File: src/rtl/soft_body_pkg.sv
// Shared types and helpers for the soft-body integrator: FSM states, saturating resize, flat node index.
// Optional damping is selected with SOFT_BODY_DAMPING_EN (see euler_lane).
package soft_body_pkg;

    typedef enum logic [1:0] {
        ST_IDLE,
        ST_RUN,
        ST_FLUSH,
        ST_DONE
    } sb_state_t;

    // Clamp a wide signed value into the range of a signed field of the given width.
    function automatic logic signed [63:0] sat_width(input logic signed [63:0] value, input int width);
        logic signed [63:0] max_v;
        logic signed [63:0] min_v;
        max_v = (64'sd1 <<< (width - 1)) - 64'sd1;
        min_v = -(64'sd1 <<< (width - 1));
        if (value > max_v) begin
            return max_v;
        end
        if (value < min_v) begin
            return min_v;
        end
        return value;
    endfunction

    function automatic logic signed [63:0] sat_pos(input logic signed [63:0] value, input int pos_size);
        return sat_width(value, pos_size);
    endfunction

    function automatic logic signed [63:0] sat_vel(input logic signed [63:0] value, input int vel_size);
        return sat_width(value, vel_size);
    endfunction

    function automatic int flat_index(input int body, input int node, input int num_nodes);
        return body * num_nodes + node;
    endfunction

endpackage

File: src/rtl/euler_lane.sv
// Two-stage semi-implicit Euler datapath for one node: stage 1 updates velocity, stage 2 position.
// With SOFT_BODY_DAMPING_EN defined, enabled nodes get v - (v >>> DAMP_SHIFT) before the position step.
module euler_lane
    import soft_body_pkg::*;
#(
    parameter int POSITION_SIZE = 17,
    parameter int VELOCITY_SIZE = 12,
    parameter int FORCE_SIZE    = 8,
    parameter int DT            = 1,
    parameter int GRAVITY       = -1,
    parameter int MASS_SHIFT    = 0,
    parameter int DAMP_SHIFT    = 4,
    parameter int TAG_W         = 5
) (
    input  logic                            clk,
    input  logic                            srst,
    input  logic                            in_valid,
    input  logic                            enable,
    input  logic [TAG_W-1:0]                tag_in,
    input  logic signed [POSITION_SIZE-1:0] pos_x,
    input  logic signed [POSITION_SIZE-1:0] pos_y,
    input  logic signed [VELOCITY_SIZE-1:0] vel_x,
    input  logic signed [VELOCITY_SIZE-1:0] vel_y,
    input  logic signed [FORCE_SIZE-1:0]    force_x,
    input  logic signed [FORCE_SIZE-1:0]    force_y,
    output logic                            s1_valid,
    output logic                            out_valid,
    output logic [TAG_W-1:0]                tag_out,
    output logic signed [POSITION_SIZE-1:0] pos_x_out,
    output logic signed [POSITION_SIZE-1:0] pos_y_out,
    output logic signed [VELOCITY_SIZE-1:0] vel_x_out,
    output logic signed [VELOCITY_SIZE-1:0] vel_y_out
);

    localparam int VW = VELOCITY_SIZE + FORCE_SIZE + 4;
    localparam int PW = POSITION_SIZE + VELOCITY_SIZE + 4;
`ifdef SOFT_BODY_DAMPING_EN
    localparam bit DAMP_ON = 1'b1;
`else
    localparam bit DAMP_ON = 1'b0;
`endif

    logic signed [FORCE_SIZE-1:0]    acc_x, acc_y;
    logic signed [VW-1:0]            vsum_x, vsum_y;
    logic signed [VELOCITY_SIZE-1:0] vsat_x, vsat_y, vnew_x, vnew_y;

    assign acc_x  = force_x >>> MASS_SHIFT;
    assign acc_y  = force_y >>> MASS_SHIFT;
    assign vsum_x = VW'(vel_x) + VW'(acc_x) * VW'(DT);
    assign vsum_y = VW'(vel_y) + (VW'(acc_y) + VW'(GRAVITY)) * VW'(DT);
    assign vsat_x = VELOCITY_SIZE'(sat_vel(64'(vsum_x), VELOCITY_SIZE));
    assign vsat_y = VELOCITY_SIZE'(sat_vel(64'(vsum_y), VELOCITY_SIZE));

    // Masked-off nodes pass their snapshot velocity straight through; damping never touches them.
    assign vnew_x = !enable ? vel_x : (DAMP_ON ? vsat_x - (vsat_x >>> DAMP_SHIFT) : vsat_x);
    assign vnew_y = !enable ? vel_y : (DAMP_ON ? vsat_y - (vsat_y >>> DAMP_SHIFT) : vsat_y);

    logic                            s1_valid_reg, s1_en_reg;
    logic [TAG_W-1:0]                s1_tag_reg;
    logic signed [POSITION_SIZE-1:0] s1_pos_x_reg, s1_pos_y_reg;
    logic signed [VELOCITY_SIZE-1:0] s1_vel_x_reg, s1_vel_y_reg;

    always_ff @(posedge clk) begin
        if (srst) begin
            s1_valid_reg <= 1'b0;
            s1_en_reg    <= 1'b0;
            s1_tag_reg   <= '0;
            s1_pos_x_reg <= '0;
            s1_pos_y_reg <= '0;
            s1_vel_x_reg <= '0;
            s1_vel_y_reg <= '0;
        end else begin
            s1_valid_reg <= in_valid;
            s1_en_reg    <= enable;
            s1_tag_reg   <= tag_in;
            s1_pos_x_reg <= pos_x;
            s1_pos_y_reg <= pos_y;
            s1_vel_x_reg <= vnew_x;
            s1_vel_y_reg <= vnew_y;
        end
    end

    logic signed [PW-1:0]            psum_x, psum_y;
    logic signed [POSITION_SIZE-1:0] pnew_x, pnew_y;

    assign psum_x = PW'(s1_pos_x_reg) + PW'(s1_vel_x_reg) * PW'(DT);
    assign psum_y = PW'(s1_pos_y_reg) + PW'(s1_vel_y_reg) * PW'(DT);
    assign pnew_x = s1_en_reg ? POSITION_SIZE'(sat_pos(64'(psum_x), POSITION_SIZE)) : s1_pos_x_reg;
    assign pnew_y = s1_en_reg ? POSITION_SIZE'(sat_pos(64'(psum_y), POSITION_SIZE)) : s1_pos_y_reg;

    always_ff @(posedge clk) begin
        if (srst) begin
            out_valid <= 1'b0;
            tag_out   <= '0;
            pos_x_out <= '0;
            pos_y_out <= '0;
            vel_x_out <= '0;
            vel_y_out <= '0;
        end else begin
            out_valid <= s1_valid_reg;
            tag_out   <= s1_tag_reg;
            pos_x_out <= pnew_x;
            pos_y_out <= pnew_y;
            vel_x_out <= s1_vel_x_reg;
            vel_y_out <= s1_vel_y_reg;
        end
    end

    assign s1_valid = s1_valid_reg;

endmodule

File: src/rtl/soft_body_integrator.sv
// Multi-body soft-body integrator: snapshots all bodies on begin_in and streams updated nodes one per cycle.
// Optional per-node damping is compiled in with SOFT_BODY_DAMPING_EN.
module soft_body_integrator
    import soft_body_pkg::*;
#(
    parameter int NUM_BODIES    = 2,
    parameter int NUM_NODES     = 4,
    parameter int POSITION_SIZE = 17,
    parameter int VELOCITY_SIZE = 12,
    parameter int FORCE_SIZE    = 8,
    parameter int DT            = 1,
    parameter int GRAVITY       = -1,
    parameter int MASS_SHIFT    = 0,
    parameter int DAMP_SHIFT    = 4
) (
    input  logic                            clk_in,
    input  logic                            rst_in,
    input  logic                            begin_in,
    input  logic [NUM_BODIES-1:0]           body_mask,
    input  logic signed [POSITION_SIZE-1:0] nodes_in      [2][NUM_BODIES*NUM_NODES],
    input  logic signed [VELOCITY_SIZE-1:0] velocities_in [2][NUM_BODIES*NUM_NODES],
    input  logic signed [FORCE_SIZE-1:0]    forces_in     [2][NUM_BODIES*NUM_NODES],
    output logic                            busy_out,
    output logic signed [POSITION_SIZE-1:0] node_out_x,
    output logic signed [POSITION_SIZE-1:0] node_out_y,
    output logic signed [VELOCITY_SIZE-1:0] velocity_out_x,
    output logic signed [VELOCITY_SIZE-1:0] velocity_out_y,
    output logic [$clog2(NUM_BODIES):0]     out_body,
    output logic [$clog2(NUM_NODES):0]      out_node,
    output logic                            node_out_valid,
    output logic                            velocity_out_valid,
    output logic                            result_out
);

    localparam int TOTAL = NUM_BODIES * NUM_NODES;
    localparam int BW    = $clog2(NUM_BODIES) + 1;
    localparam int NW    = $clog2(NUM_NODES) + 1;
    localparam int IW    = (TOTAL > 1) ? $clog2(TOTAL) : 1;

    sb_state_t       state_reg, state_next;
    logic [BW-1:0]   body_cnt_reg, body_cnt_next;
    logic [NW-1:0]   node_cnt_reg, node_cnt_next;
    logic            issue_valid, issue_en, snap_load, pipe_busy, lane_valid;
    logic [IW-1:0]   issue_idx;
    logic [BW+NW-1:0] lane_tag;

    logic [NUM_BODIES-1:0]           mask_reg;
    logic signed [POSITION_SIZE-1:0] snap_pos_reg [2][TOTAL];
    logic signed [VELOCITY_SIZE-1:0] snap_vel_reg [2][TOTAL];
    logic signed [FORCE_SIZE-1:0]    snap_frc_reg [2][TOTAL];

    always_ff @(posedge clk_in) begin
        if (snap_load) begin
            mask_reg     <= body_mask;
            snap_pos_reg <= nodes_in;
            snap_vel_reg <= velocities_in;
            snap_frc_reg <= forces_in;
        end
    end

    always_ff @(posedge clk_in) begin
        if (rst_in) begin
            state_reg    <= ST_IDLE;
            body_cnt_reg <= '0;
            node_cnt_reg <= '0;
        end else begin
            state_reg    <= state_next;
            body_cnt_reg <= body_cnt_next;
            node_cnt_reg <= node_cnt_next;
        end
    end

    always_comb begin
        state_next    = state_reg;
        body_cnt_next = body_cnt_reg;
        node_cnt_next = node_cnt_reg;
        issue_valid   = 1'b0;
        snap_load     = 1'b0;
        case (state_reg)
            ST_IDLE: begin
                if (begin_in) begin
                    snap_load     = 1'b1;
                    body_cnt_next = '0;
                    node_cnt_next = '0;
                    state_next    = ST_RUN;
                end
            end
            ST_RUN: begin
                issue_valid = 1'b1;
                if (node_cnt_reg == NW'(NUM_NODES - 1)) begin
                    node_cnt_next = '0;
                    if (body_cnt_reg == BW'(NUM_BODIES - 1)) begin
                        body_cnt_next = '0;
                        state_next    = ST_FLUSH;
                    end else begin
                        body_cnt_next = body_cnt_reg + BW'(1);
                    end
                end else begin
                    node_cnt_next = node_cnt_reg + NW'(1);
                end
            end
            // The last node is still in stage 1 while pipe_busy is high.
            ST_FLUSH: begin
                if (!pipe_busy) begin
                    state_next = ST_DONE;
                end
            end
            ST_DONE:  state_next = ST_IDLE;
            default:  state_next = ST_IDLE;
        endcase
    end

    always_comb begin
        issue_en = 1'b0;
        for (int b = 0; b < NUM_BODIES; b++) begin
            if (body_cnt_reg == BW'(b)) begin
                issue_en = mask_reg[b];
            end
        end
    end

    assign issue_idx = IW'(flat_index(int'(body_cnt_reg), int'(node_cnt_reg), NUM_NODES));

    euler_lane #(
        .POSITION_SIZE (POSITION_SIZE),
        .VELOCITY_SIZE (VELOCITY_SIZE),
        .FORCE_SIZE    (FORCE_SIZE),
        .DT            (DT),
        .GRAVITY       (GRAVITY),
        .MASS_SHIFT    (MASS_SHIFT),
        .DAMP_SHIFT    (DAMP_SHIFT),
        .TAG_W         (BW + NW)
    ) u_lane (
        .clk       (clk_in),
        .srst      (rst_in),
        .in_valid  (issue_valid),
        .enable    (issue_en),
        .tag_in    ({body_cnt_reg, node_cnt_reg}),
        .pos_x     (snap_pos_reg[0][issue_idx]),
        .pos_y     (snap_pos_reg[1][issue_idx]),
        .vel_x     (snap_vel_reg[0][issue_idx]),
        .vel_y     (snap_vel_reg[1][issue_idx]),
        .force_x   (snap_frc_reg[0][issue_idx]),
        .force_y   (snap_frc_reg[1][issue_idx]),
        .s1_valid  (pipe_busy),
        .out_valid (lane_valid),
        .tag_out   (lane_tag),
        .pos_x_out (node_out_x),
        .pos_y_out (node_out_y),
        .vel_x_out (velocity_out_x),
        .vel_y_out (velocity_out_y)
    );

    assign out_body           = lane_tag[BW+NW-1:NW];
    assign out_node           = lane_tag[NW-1:0];
    assign node_out_valid     = lane_valid;
    assign velocity_out_valid = lane_valid;
    assign busy_out           = (state_reg != ST_IDLE);
    assign result_out         = (state_reg == ST_DONE);

endmodule

File: config.mk
export PLATFORM = sky130hd
export DESIGN_NAME = soft_body_integrator
export DESIGN_NICKNAME = d
export VERILOG_FILES = /design/src/rtl/soft_body_pkg.sv /design/src/rtl/euler_lane.sv /design/src/rtl/soft_body_integrator.sv
export SDC_FILE = /design/constraint.sdc
export NUM_CORES = 1
export LEC_CHECK = 0
export CORE_ASPECT_RATIO = 1.25
export CORE_MARGIN = 4
export CORE_UTILIZATION = 35
export DETAILED_ROUTE_END_ITERATION = 6
export GPL_TIMING_DRIVEN = 1
export SYNTH_ARGS = -nofsm -noshare
export SYNTH_HDL_FRONTEND = slang
export SYNTH_SLANG_ARGS = --single-unit
File: constraint.sdc
create_clock -name clk_in -period 23.2 [get_ports clk_in]
set_input_delay 4.64 -clock clk_in [delete_from_list [all_inputs] [get_ports clk_in]]
set_output_delay 4.64 -clock clk_in [all_outputs]
set_load 0.03 [all_outputs]
==> results.yml <==
floorplanning:
  initial_utilization: 0.355
  die_area_um2: 88900
  die_w_um: 268
  fp.coreArea_um2: 83100
  fp-row-count: 118
  io_pins: 664
  die_h_um: 332
finish:
  finish.instance_area_um2: 39900
  layout_common_cells: "662 x clkdlybuf4s50_1, 594 x edfxtp_1, 170 x nand2_1, 148 x mux4_2, 133 x dfxtp_1"
  syn_to_final_growth_pct: 35.4
  drive_gt1_frac: 0.129
  nFillCells: 7093
  fin_nets: 3116
  largest_reg_flops: 272
  post-route-util: 0.480
  layout_commonest_cell: "clkdlybuf4s50_1"
worst_setup_path:
  critPathKind: "input port to flop"
  ff2ff_setup_slack_ns: 17.28
  crit_required_ns: 23.44
  worst_setup_path_end_kind: "flop"
  critPathMaxFanout: 82
  cp_data_arrival_time_ns: 9.63
  critical_path.startpoint_type: "input port"
place:
  gp_congestion: 0.847
  detailedPlacementHpwl_um: 64600
  preCtsSetupSlack_ns: 13.16
  io_buffers: 663
  placed_cell_area_um2: 37300
min_path:
  worstHoldPathType: "flop to flop"
job:
  cap_violations: 0
yosys:
  synth-seq-area-share: 0.698
  synth_cell_types: 67
  syn_avg_cell_area_um2: 16.8
  async_flop_share: 0
  synth-edff-count: 594
  syn_nets: 2432
  netlist_area_um2: 29500
  synth_flop_cell: "edfxtp_1"
  ys_ff_latch: 730
  syn_inst: 1756
  ys_warn_count: 0
timing:
  finClkSkew_ns: 0.0213
  min_period_over_period: 0.405
  hold_viol_final: 0
  finalSetupViolCount: 0
  fmax_ghz: 0.106
  fin_crit_ns: 9.39
  worst_pin_slew_ns: 1.06
  slew_violations: 0
  slew_headroom: 0.292
  layout_setup_ws_ns: 13.81
  rsz0062_at_grt: "no"
  tns_ns: 0
cts:
  cts_htree_levels: 3
  cts_tree: "done"
  numCtsBuffers: 78
  cts_buffer_depth: 3
  clk_pin_slew_worst_paths_ns: 0.06
  clock_sinks: 730
  post-cts-setup-buffers: 0
  ctsHoldBuffers: 0
  post_cts_resize_count: 0
  worst_skew_pair.late_latency_ns: 0.63
  clock-root-buffer: "clkbuf_16"
global_route:
  grt_pass1_wl_um: 123000
  grt_max_degree: 83
  antenna_found_initial: 16
  grt_pass1_vias: 19200
  gr-total-overflow: 0
  track_usage: 0.188
route:
  route.detailed.drc: 0
  drt_pass1_iterations: 4
  vias: 17700
  totalWireLength_um: 85900
  final_antenna_net_count: 0
  viasPerCell: 4.93
  initialDrtViolationCount: 927
  avgRoutedWirePerCell_um: 23.9
pwr:
  power.leakage_nw: 13.9
  peakVddDrop_uv: 69.9
  p_per_area_nw_per_um2: 119
outcome:
  status: "completed"
final timing paths:
check	end	depth (start not counted)	start
min	u_lane.tag_out[0]	1	u_lane.s1_tag_reg[0]
max	snap_frc_reg[72]	6	begin_in
max reg2reg	u_lane.s1_vel_y_reg[2]	16	node_cnt_reg[0]
min reg2reg	u_lane.tag_out[0]	1	u_lane.s1_tag_reg[0]
power by group:
part	total [mW]	switching, mW	internal, mW
clock	1.26	0.531	0.733
combinational	1.51	0.848	0.661
sequential	1.97	0.137	1.83
cells in the mapped netlist (11+ instances only):
| cell | number | share of area |
|---|---|---|
| a211oi_1 | 20 | 0.0051 |
| a21o_1 | 18 | 0.0046 |
| a21oi_1 | 83 | 0.014 |
| a221o_1 | 11 | 0.0037 |
| a311oi_1 | 12 | 0.0036 |
| buf_2 | 18 | 0.0031 |
| clkbuf_1 | 53 | 0.0067 |
| dfxtp_1 | 136 | 0.092 |
| edfxtp_1 | 594 | 0.61 |
| ha_1 | 75 | 0.032 |
| inv_1 | 45 | 0.0057 |
| mux2i_1 | 22 | 0.0075 |
| mux4_2 | 148 | 0.11 |
| nand2_1 | 170 | 0.022 |
| nor2_1 | 69 | 0.0088 |
| nor2b_1 | 43 | 0.0091 |
| nor3_1 | 12 | 0.0020 |
| o21ai_0 | 46 | 0.0078 |
| xnor2_1 | 30 | 0.0089 |
| xor2_1 | 18 | 0.0053 |
metrics by stage:
| step | cells | hold slack (ns) | power [mW] |
|---|---|---|---|
| 2_1_floorplan | 1756 | 0.414 | 3.23 |
| 3_3_place_gp | 3440 | 0.424 | 3.48 |
| 3_5_place_dp | 3440 | 0.424 | 3.52 |
| 4_1_cts | 3582 | 0.444 | 4.81 |
| 5_1_grt | 3589 | 0.457 | 5.02 |
| 6_report | 3590 | 0.444 | 4.74 |
final cells by class:
type	instances	area [µm²]	area share
flip-flops and latches	730	20600	0.515
diodes	8	20.0	0.000502
clock buffers	98	2080	0.0521
well taps	1080	1350	0.0339
repair buffers	684	6790	0.170
multi-input cells	901	8440	0.211
inverters	45	169	0.00423
clock inverters	44	500	0.0125
worst max-delay path, stage by stage:
cell	delay, ns
clkdlybuf4s50_1	0.50
and2_4	0.84
buf_4	0.84
buf_4	0.92
buf_4	0.76
buf_4	0.83
cell families after synthesis:
kind of cell,synth area share
and+or+nand+nor,0.0523
buffers and inverters,0.0173
DFF,0.698
xor gates and xnor gates,0.0148
muxes,0.121
adders and majority gates,0.0406
AOI/OAI and AO/OA,0.0564
routing by layer:
layer / up-vias / track usage / share of wire
met4: 0 / 0.0553 / 0.025
met1: 8900 / 0.214 / 0.37
met3: 112 / 0.0356 / 0.052
met5: - / 0 / 0
met2: 497 / 0.355 / 0.55
li1: 8190 / - / -
(Power assumes the default switching activity.)
